[config.mk]
export PLATFORM = sky130hd
export DESIGN_NAME = alu_add_arbiter
export DESIGN_NICKNAME = d
export VERILOG_FILES = /design/src/rtl/alu_add_arbiter.sv
export SDC_FILE = /design/constraint.sdc
export NUM_CORES = 1
export LEC_CHECK = 0
export ABC_AREA = 1
export CELL_PAD_IN_SITES_DETAIL_PLACEMENT = 0
export CELL_PAD_IN_SITES_GLOBAL_PLACEMENT = 2
export CORE_ASPECT_RATIO = 1.1
export CORE_MARGIN = 5
export CORE_UTILIZATION = 20
export DETAILED_ROUTE_END_ITERATION = 10
export GPL_ROUTABILITY_DRIVEN = 0
export PLACE_DENSITY_LB_ADDON = 0.1
export SLEW_MARGIN = 40
export SYNTH_ARGS = -nofsm -noshare
export SYNTH_HDL_FRONTEND = slang
export SYNTH_SLANG_ARGS = --single-unit
[constraint.sdc]
create_clock -name clk -period 5.5 [get_ports clk]
set_input_delay 1.375 -clock clk [delete_from_list [all_inputs] [get_ports clk]]
set_output_delay 1.375 -clock clk [all_outputs]
set_load 0.01 [all_outputs]
[src/rtl/alu_add_arbiter.sv]
// rtl/alu_add_arbiter.sv - round-robin arbiter sharing one external combinational adder among NREQ requesters
module alu_add_arbiter #(
    parameter int WIDTH = 32,
    parameter int NREQ  = 4
) (
    input  logic                       clk,
    input  logic                       rst,
    input  logic [NREQ-1:0]            req_valid,
    output logic [NREQ-1:0]            req_ready,
    input  logic [NREQ*WIDTH-1:0]      req_rs1,
    input  logic [NREQ*WIDTH-1:0]      req_rs2,
    output logic [WIDTH-1:0]           alu_rs1,
    output logic [WIDTH-1:0]           alu_rs2,
    input  logic [WIDTH-1:0]           alu_rd,
    output logic                       resp_valid,
    input  logic                       resp_ready,
    output logic [WIDTH-1:0]           resp_rd,
    output logic [$clog2(NREQ)-1:0]    resp_id,
    output logic                       busy
);
    localparam int IDW = $clog2(NREQ);

    typedef enum logic [1:0] {IDLE, EXEC, RESP} state_t;

    state_t           state, next_state;
    logic [IDW-1:0]   last_grant;
    logic [IDW-1:0]   id_reg;
    logic [WIDTH-1:0] op1, op2;
    logic [IDW-1:0]   winner;
    logic             found;

    logic [WIDTH-1:0] rs1_arr [NREQ];
    logic [WIDTH-1:0] rs2_arr [NREQ];

    for (genvar gi = 0; gi < NREQ; gi++) begin : g_unpack
        assign rs1_arr[gi] = req_rs1[gi*WIDTH +: WIDTH];
        assign rs2_arr[gi] = req_rs2[gi*WIDTH +: WIDTH];
    end

    // Search starts just past the previous winner so every requester waits at most NREQ-1 grants.
    always_comb begin
        found  = 1'b0;
        winner = '0;
        for (int k = 1; k <= NREQ; k++) begin
            int             s;
            logic [IDW-1:0] cand;
            s    = (int'(last_grant) + k) % NREQ;
            cand = IDW'(s);
            if (!found && req_valid[cand]) begin
                found  = 1'b1;
                winner = cand;
            end
        end
    end

    always_ff @(posedge clk or posedge rst) begin
        if (rst) begin
            state <= IDLE;
        end else begin
            state <= next_state;
        end
    end

    always_comb begin
        next_state = state;
        req_ready  = '0;
        case (state)
            IDLE: begin
                if (found && !rst) begin
                    req_ready[winner] = 1'b1;
                    next_state        = EXEC;
                end
            end
            EXEC:    next_state = RESP;
            RESP:    if (resp_ready) next_state = IDLE;
            default: next_state = IDLE;
        endcase
    end

    always_ff @(posedge clk or posedge rst) begin
        if (rst) begin
            last_grant <= IDW'(NREQ - 1);
            id_reg     <= '0;
            op1        <= '0;
            op2        <= '0;
            resp_valid <= 1'b0;
            resp_rd    <= '0;
            resp_id    <= '0;
        end else begin
            case (state)
                IDLE: begin
                    if (found) begin
                        op1        <= rs1_arr[winner];
                        op2        <= rs2_arr[winner];
                        id_reg     <= winner;
                        last_grant <= winner;
                    end
                end
                EXEC: begin
                    resp_rd    <= alu_rd;
                    resp_id    <= id_reg;
                    resp_valid <= 1'b1;
                end
                RESP: begin
                    if (resp_ready) resp_valid <= 1'b0;
                end
                default: ;
            endcase
        end
    end

    // Adder operands come only from registers, isolating the shared adder from request-side timing.
    assign alu_rs1 = op1;
    assign alu_rs2 = op2;
    assign busy    = (state != IDLE);

endmodule

# --- Yosys cells after proc, flatten, opt, wreduce, memory -nomap -nowiden ---
# Index checks and enable logic that the tools add are counted.
op_classes:
  add_sub_neg: 4
  n_lt_le_gt_ge: 7
  eq_ne: 4
  mux: 31
  n_bitwise: 1
  n_reduce_logical: 15
op_table:
  columns: ["cell", "count"]
  rows:
  - ["32-bit binary-select mux with 2-bit select", 2]
  - ["32-bit two-way mux", 4]
  - ["2-bit by 3-bit < comparator with 1-bit output (second input constant)", 5]
  - ["2-bit two-way mux", 6]
  - ["1-bit two-way mux", 10]
  - ["1-bit binary-select mux with 2-bit select", 4]
  - ["4-bit two-way mux", 2]
  - ["2-bit case mux with 3 select lines", 1]
  - ["2-bit AND reduction", 3]
  - ["1-bit logical AND", 5]
  - ["2-bit by 1-bit adder with 2-bit output (second input constant)", 2]
  - ["2-bit adder (second input constant)", 2]
  - ["1-bit logical NOT", 4]
  - ["2-bit inequality test (second input constant)", 2]
  - ["2-bit nonzero test", 2]
  - ["3-bit >= comparator (second input constant)", 1]
  - ["2-bit NOT with 3-bit output", 1]
  - ["1-bit demux with 2-bit select", 1]
  - ["2-bit by 1-bit == test with 1-bit output (second input constant)", 1]
  - ["2-bit == test (second input constant)", 1]
  - ["2-bit by 1-bit >= comparator with 1-bit output (second input constant)", 1]
  - ["2-bit logical NOT", 1]
  - ["1-bit case mux with 2 select lines", 1]
word_totals:
  regBits: 105
  input_bits: 295
  output_inout_bits: 104
  wordCells: 70

# --- Longest topological paths before layout ---
# Gate-level depths: netlist of the first run.
depth:
  ltp_word: 19
  depth_mapped: 18
  depth_no_buf: 15

# --- Least setup slack after synthesis of the first run ---
# Ideal clock, no wire load.
synth_path:
  kind: "input to output"
  startpoint: "input port req_valid[3]"
  endpoint: "output port req_ready[2]"
  arrival_ps: 2635
  t_required_ps: 4125
  setup_slack_ps: 1490
  cell_stages: 13
  path_buffers: 2
  path_cell_list: "nand2_1 > nand2_1 > nand2_1 > nand2_1 > nor2_4 > nand3_1 > nand2_1 > inv_1 > nand2_2 > inv_2 > buf_2 > buf_2 > nor3_1"
synth_via:
  elab_chain_cells: 18
  word_cells_on_any_way: 30
  classes_between: "order compare: 2; mux: 20; reduce/logical: 8"
synth_lines:
  columns: ["item", "line", "source"]
  rows:
  - ["start, declared", "8", "input logic [NREQ-1:0] req_valid,"]
  - ["1-bit binary-select mux with 2-bit select", "49", "if (!found && req_valid[cand]) begin"]
  - ["1-bit two-way mux (not written as such)", "49", null]
  - ["1-bit two-way mux", "49", null]
  - ["1-bit logical NOT", "49", null]
  - ["1-bit logical AND", "49", null]
  - ["1-bit two-way mux", "49", null]
  - ["1-bit logical NOT", "49", null]
  - ["1-bit logical AND", "49", null]
  - ["(+2 left out)", null, null]
  - ["1-bit logical AND", "49", null]
  - ["2-bit two-way mux", "49", null]
  - ["2-bit by 3-bit < comparator with 1-bit output (not written as such) or 2-bit by 1-bit >= comparator with 1-bit output (tied branches)", "70", "req_ready[winner] = 1'b1;"]
  - ["1-bit logical AND (not written as such)", "70", null]
  - ["1-bit two-way mux (not written as such)", "70", null]
  - ["1-bit demux with 2-bit select", "70", null]
  - ["4-bit two-way mux *", "69", "if (found && !rst) begin"]
  - ["4-bit two-way mux *", "67", "case (state)"]
  - ["end, declared", "9", "output logic [NREQ-1:0] req_ready,"]
# Mark *: on every way between the ends. The rest lies on a longest branch, timed or not. The select of a mux whose other input is x is not followed.

# --- Worst setup path after layout of the first run ---
layout_path:
  startpoint: "input port req_valid[0]"
  endpoint: "output port req_ready[3]"
# The elaborated chain is that of the path after synthesis.

==> flow_summary.yaml, run 1 <==
min_path:
  min_delay_path_depth: 2
  hold_class: "reg2reg"
sta:
  timing.slew.headroom_pct: 46.1
  skew_ns: 0.00969
  tns_ns: 0
  finalHoldViolations: 0
  slew_viol_final: 0
  post-route-min-period_ns: 4.97
  fin_crit_sh_pct: 90.3
  finalSetupViolCount: 0
  worst_pin_slew_ns: 0.808
  rsz0062_at_grt: "false"
  clock.fmax_mhz: 201
worst_setup_path:
  critPathKind: "in2out"
  worst-path-max-fanout: 4
  slowest_delay_ns: 0.61
  worstPathRequired_ns: 4.12
  arrival_ns: 3.59
  start_kind: "input pin"
  crit_cells: 11
  worstRegToRegCells: 16
  worst-path-buf-inv: 4
  path_delay_family: "buffers and inverters"
  end_kind: "output port"
  critPathSlowestCell: "clkdlybuf4s50_1"
  path_cells: "clkdlybuf4s50_1, inv_1, nand2_1, nand2_1, o21ai_1, nand3b_1, nand2_2, nor2_1, inv_1, nor3_1, clkdlybuf4s50_1"
power_and_ir_drop:
  p_comb_share_pct: 73.5
  p_switching_mw: 4.29
  p_seq_share_pct: 17.6
  internal_power_mw: 3.66
  p_leak_nw: 5.80
  fin_total_pwr_mw: 7.95
  power.density_mw_per_mm2: 695
  ir_drop_mv: 0.448
  swShare_pct: 53.9
  pwr-share-clk_pct: 9.0
floorplan:
  fp.dieArea_sq_mm: 0.0381
  rows: 71
  floorplan.initialDensity_pct: 20.2
  core_sq_mm: 0.0340
  pin_count: 399
  dieHeight_microns: 204
  die_width_microns: 187
placed_design:
  io_buffers: 398
  hpwl_mm: 23.7
logic_synthesis:
  yosysSeqAreaShare_pct: 38.3
  yosys_warnings: 0
  ys_seq_elements: 105
  postSynthCellCount: 1132
  synthesis.area_sq_mm: 0.00687
  syn-num-nets: 1427
  syn_area_per_cell_sq_um: 6.07
  yosys.cell_types.count: 22
routing:
  totalWireLength_mm: 33.1
  avgViaCountPerCell: 4.22
  num_vias: 8135
  drc: 0
  first_iter_violations: 351
  first_pass_iters: 4
  ant_nets: 0
  post_drt_wl_per_cell_microns: 17.2
run:
  maxCapViolations: 0
clock_tree:
  cts_hold_buf: 0
  insertion_delay_ns: 0.36
  cts_tree: "built"
  post_cts.repair.setup_buffers: 0
  clkSinkCount: 105
  htreeDepth: 3
  numCtsBuffers: 9
  clk_pin_slew_worst_paths_ns: 0.07
  cts_root_buf: "clkbuf_16"
  cts_resized: 0
  clk_path_buf_depth: 2
global_routing:
  gr-total-overflow: 0
  grt_max_degree: 69
  grtUsageTotal_pct: 16.9
  antenna_found_initial: 5
  grt_pass1_vias: 8418
  grt_pass1_wl_mm: 51.1
final_layout:
  utilization_pct: 33.6
  layout-drive-gt1-share_pct: 3.43
  multi_input_area_sq_mm: 0.00375
  fill_cells: 3822
  nets: 1775
  syn_to_final_growth_pct: 66.6
  register_area_sq_mm: 0.00263
status:
  outcome: "finished, final reports clean"
## cell usage in the layout, fill, tap and decap left out, types with 3 or more instances in the layout
cell,instances
nor2_1,4
nand2_1,768
clkbuf_16,9
inv_1,11
a21oi_1,3
nor3_1,4
buf_4,13
clkdlybuf4s50_1,398
nand2_2,4
nand3_1,132
o21ai_0,8
nand2_4,4
dfrtp_1,103
inv_2,5
diode_2,3
## path summary, 6_finish.rpt
path,startpoint,end,slack [ns]
worst max register to register,last_grant[0]$_DFFE_PP1P_,alu_rs2[0]$_DFFE_PP0P_,2.11
worst min-delay path,resp_rd[14]$_DFFE_PP0P_,resp_rd[14]$_DFFE_PP0P_,0.47
max in group asynchronous,rst,resp_rd[13]$_DFFE_PP0P_,3.05
worst max-delay path,req_valid[0],req_ready[3],0.53
worst min register to register,resp_rd[14]$_DFFE_PP0P_,resp_rd[14]$_DFFE_PP0P_,0.47
min in group asynchronous,rst,resp_rd[31]$_DFFE_PP0P_,1.48
## area by class of cell
| cell class | instances | area share (%) |
|---|---|---|
| repair buffers | 414 | 36.1 |
| multi-input cells | 933 | 32.8 |
| flip-flops and latches | 105 | 23.0 |
| well taps | 438 | 4.79 |
| clock buffers | 11 | 2.21 |
| inverters | 17 | 0.580 |
| clock inverters | 5 | 0.525 |
| diodes | 3 | 0.0656 |
## stage by stage
stage | area [sq um] | cells | hold slack (ns) | worst slack, ns
2_1_floorplan | 6870 | 1132 | 0.502 | 1.37
3_3_place_gp | 11100 | 1906 | 0.454 | 0.477
3_5_place_dp | 11100 | 1906 | 0.459 | 0.486
4_1_cts | 11400 | 1922 | 0.477 | 0.467
5_1_grt | 11400 | 1926 | 0.494 | 0.302
6_report | 11400 | 1926 | 0.472 | 0.531
## per-layer routing
metal | share of wire [%] | vias to the layer above | track usage (%) | wire, microns
li1 | - | 4180 | - | -
met1 | 44 | 3660 | 21.4 | 14500
met2 | 47 | 267 | 27.8 | 15500
met3 | 7.5 | 24 | 5.65 | 2470
met4 | 1.6 | 4 | 4.01 | 536
met5 | 0.10 | - | 0 | 34
## worst register-to-register path, stage by stage, from the launching register on
cell,delay [ns]
dfstp_2,0.61
inv_2,0.12
nand2_1,0.08
nand2_1,0.08
nand2_1,0.10
nand2_2,0.08
a21oi_1,0.22
nand2_4,0.09
nand2_4,0.09
buf_4,0.57
buf_4,0.74
nand2_1,0.16
nand2_1,0.13
nand2_1,0.06
nand2_1,0.09
nand2_1,0.04
nand2_1,0.07
## cell usage after synthesis, drive strengths merged
master | number | area [sq um]
nand4 | 1 | 6.26
o21ai | 9 | 45.0
dfstp | 2 | 52.6
nand3b | 1 | 7.51
nor3 | 4 | 20.0
buf | 58 | 379
a21oi | 3 | 15.0
inv | 17 | 63.8
clkbuf | 19 | 72.6
nor2 | 6 | 30.0
nand2 | 776 | 2930
nand3 | 133 | 671
dfrtp | 103 | 2580
## cell families after synthesis
group	synth area share (%)
and+or+nand+nor	53.3
buffers and inverters	7.51
DFF	38.3
AOI/OAI and AO/OA	0.874
## power groups by stage
stage          Sequential (mW)  Combinational [mW]  Clock [mW]
2_1_floorplan             1.55                3.84           0
3_3_place_gp              1.40                6.02           0
3_5_place_dp              1.41                6.01           0
4_1_cts                   1.40                6.03       0.750
5_1_grt                   1.45                6.78       0.780
6_report                  1.40                5.84       0.714
No activity file was read; power rests on OpenSTA's default activity.
==> inputs of run 2 (changes only) <==
Settings changed: GPL_TIMING_DRIVEN set to 1, SETUP_SLACK_MARGIN set to 0.3.
==> results of run 2 <==
Same layout as run 1: the final DEF is identical, and so are final timing and power.
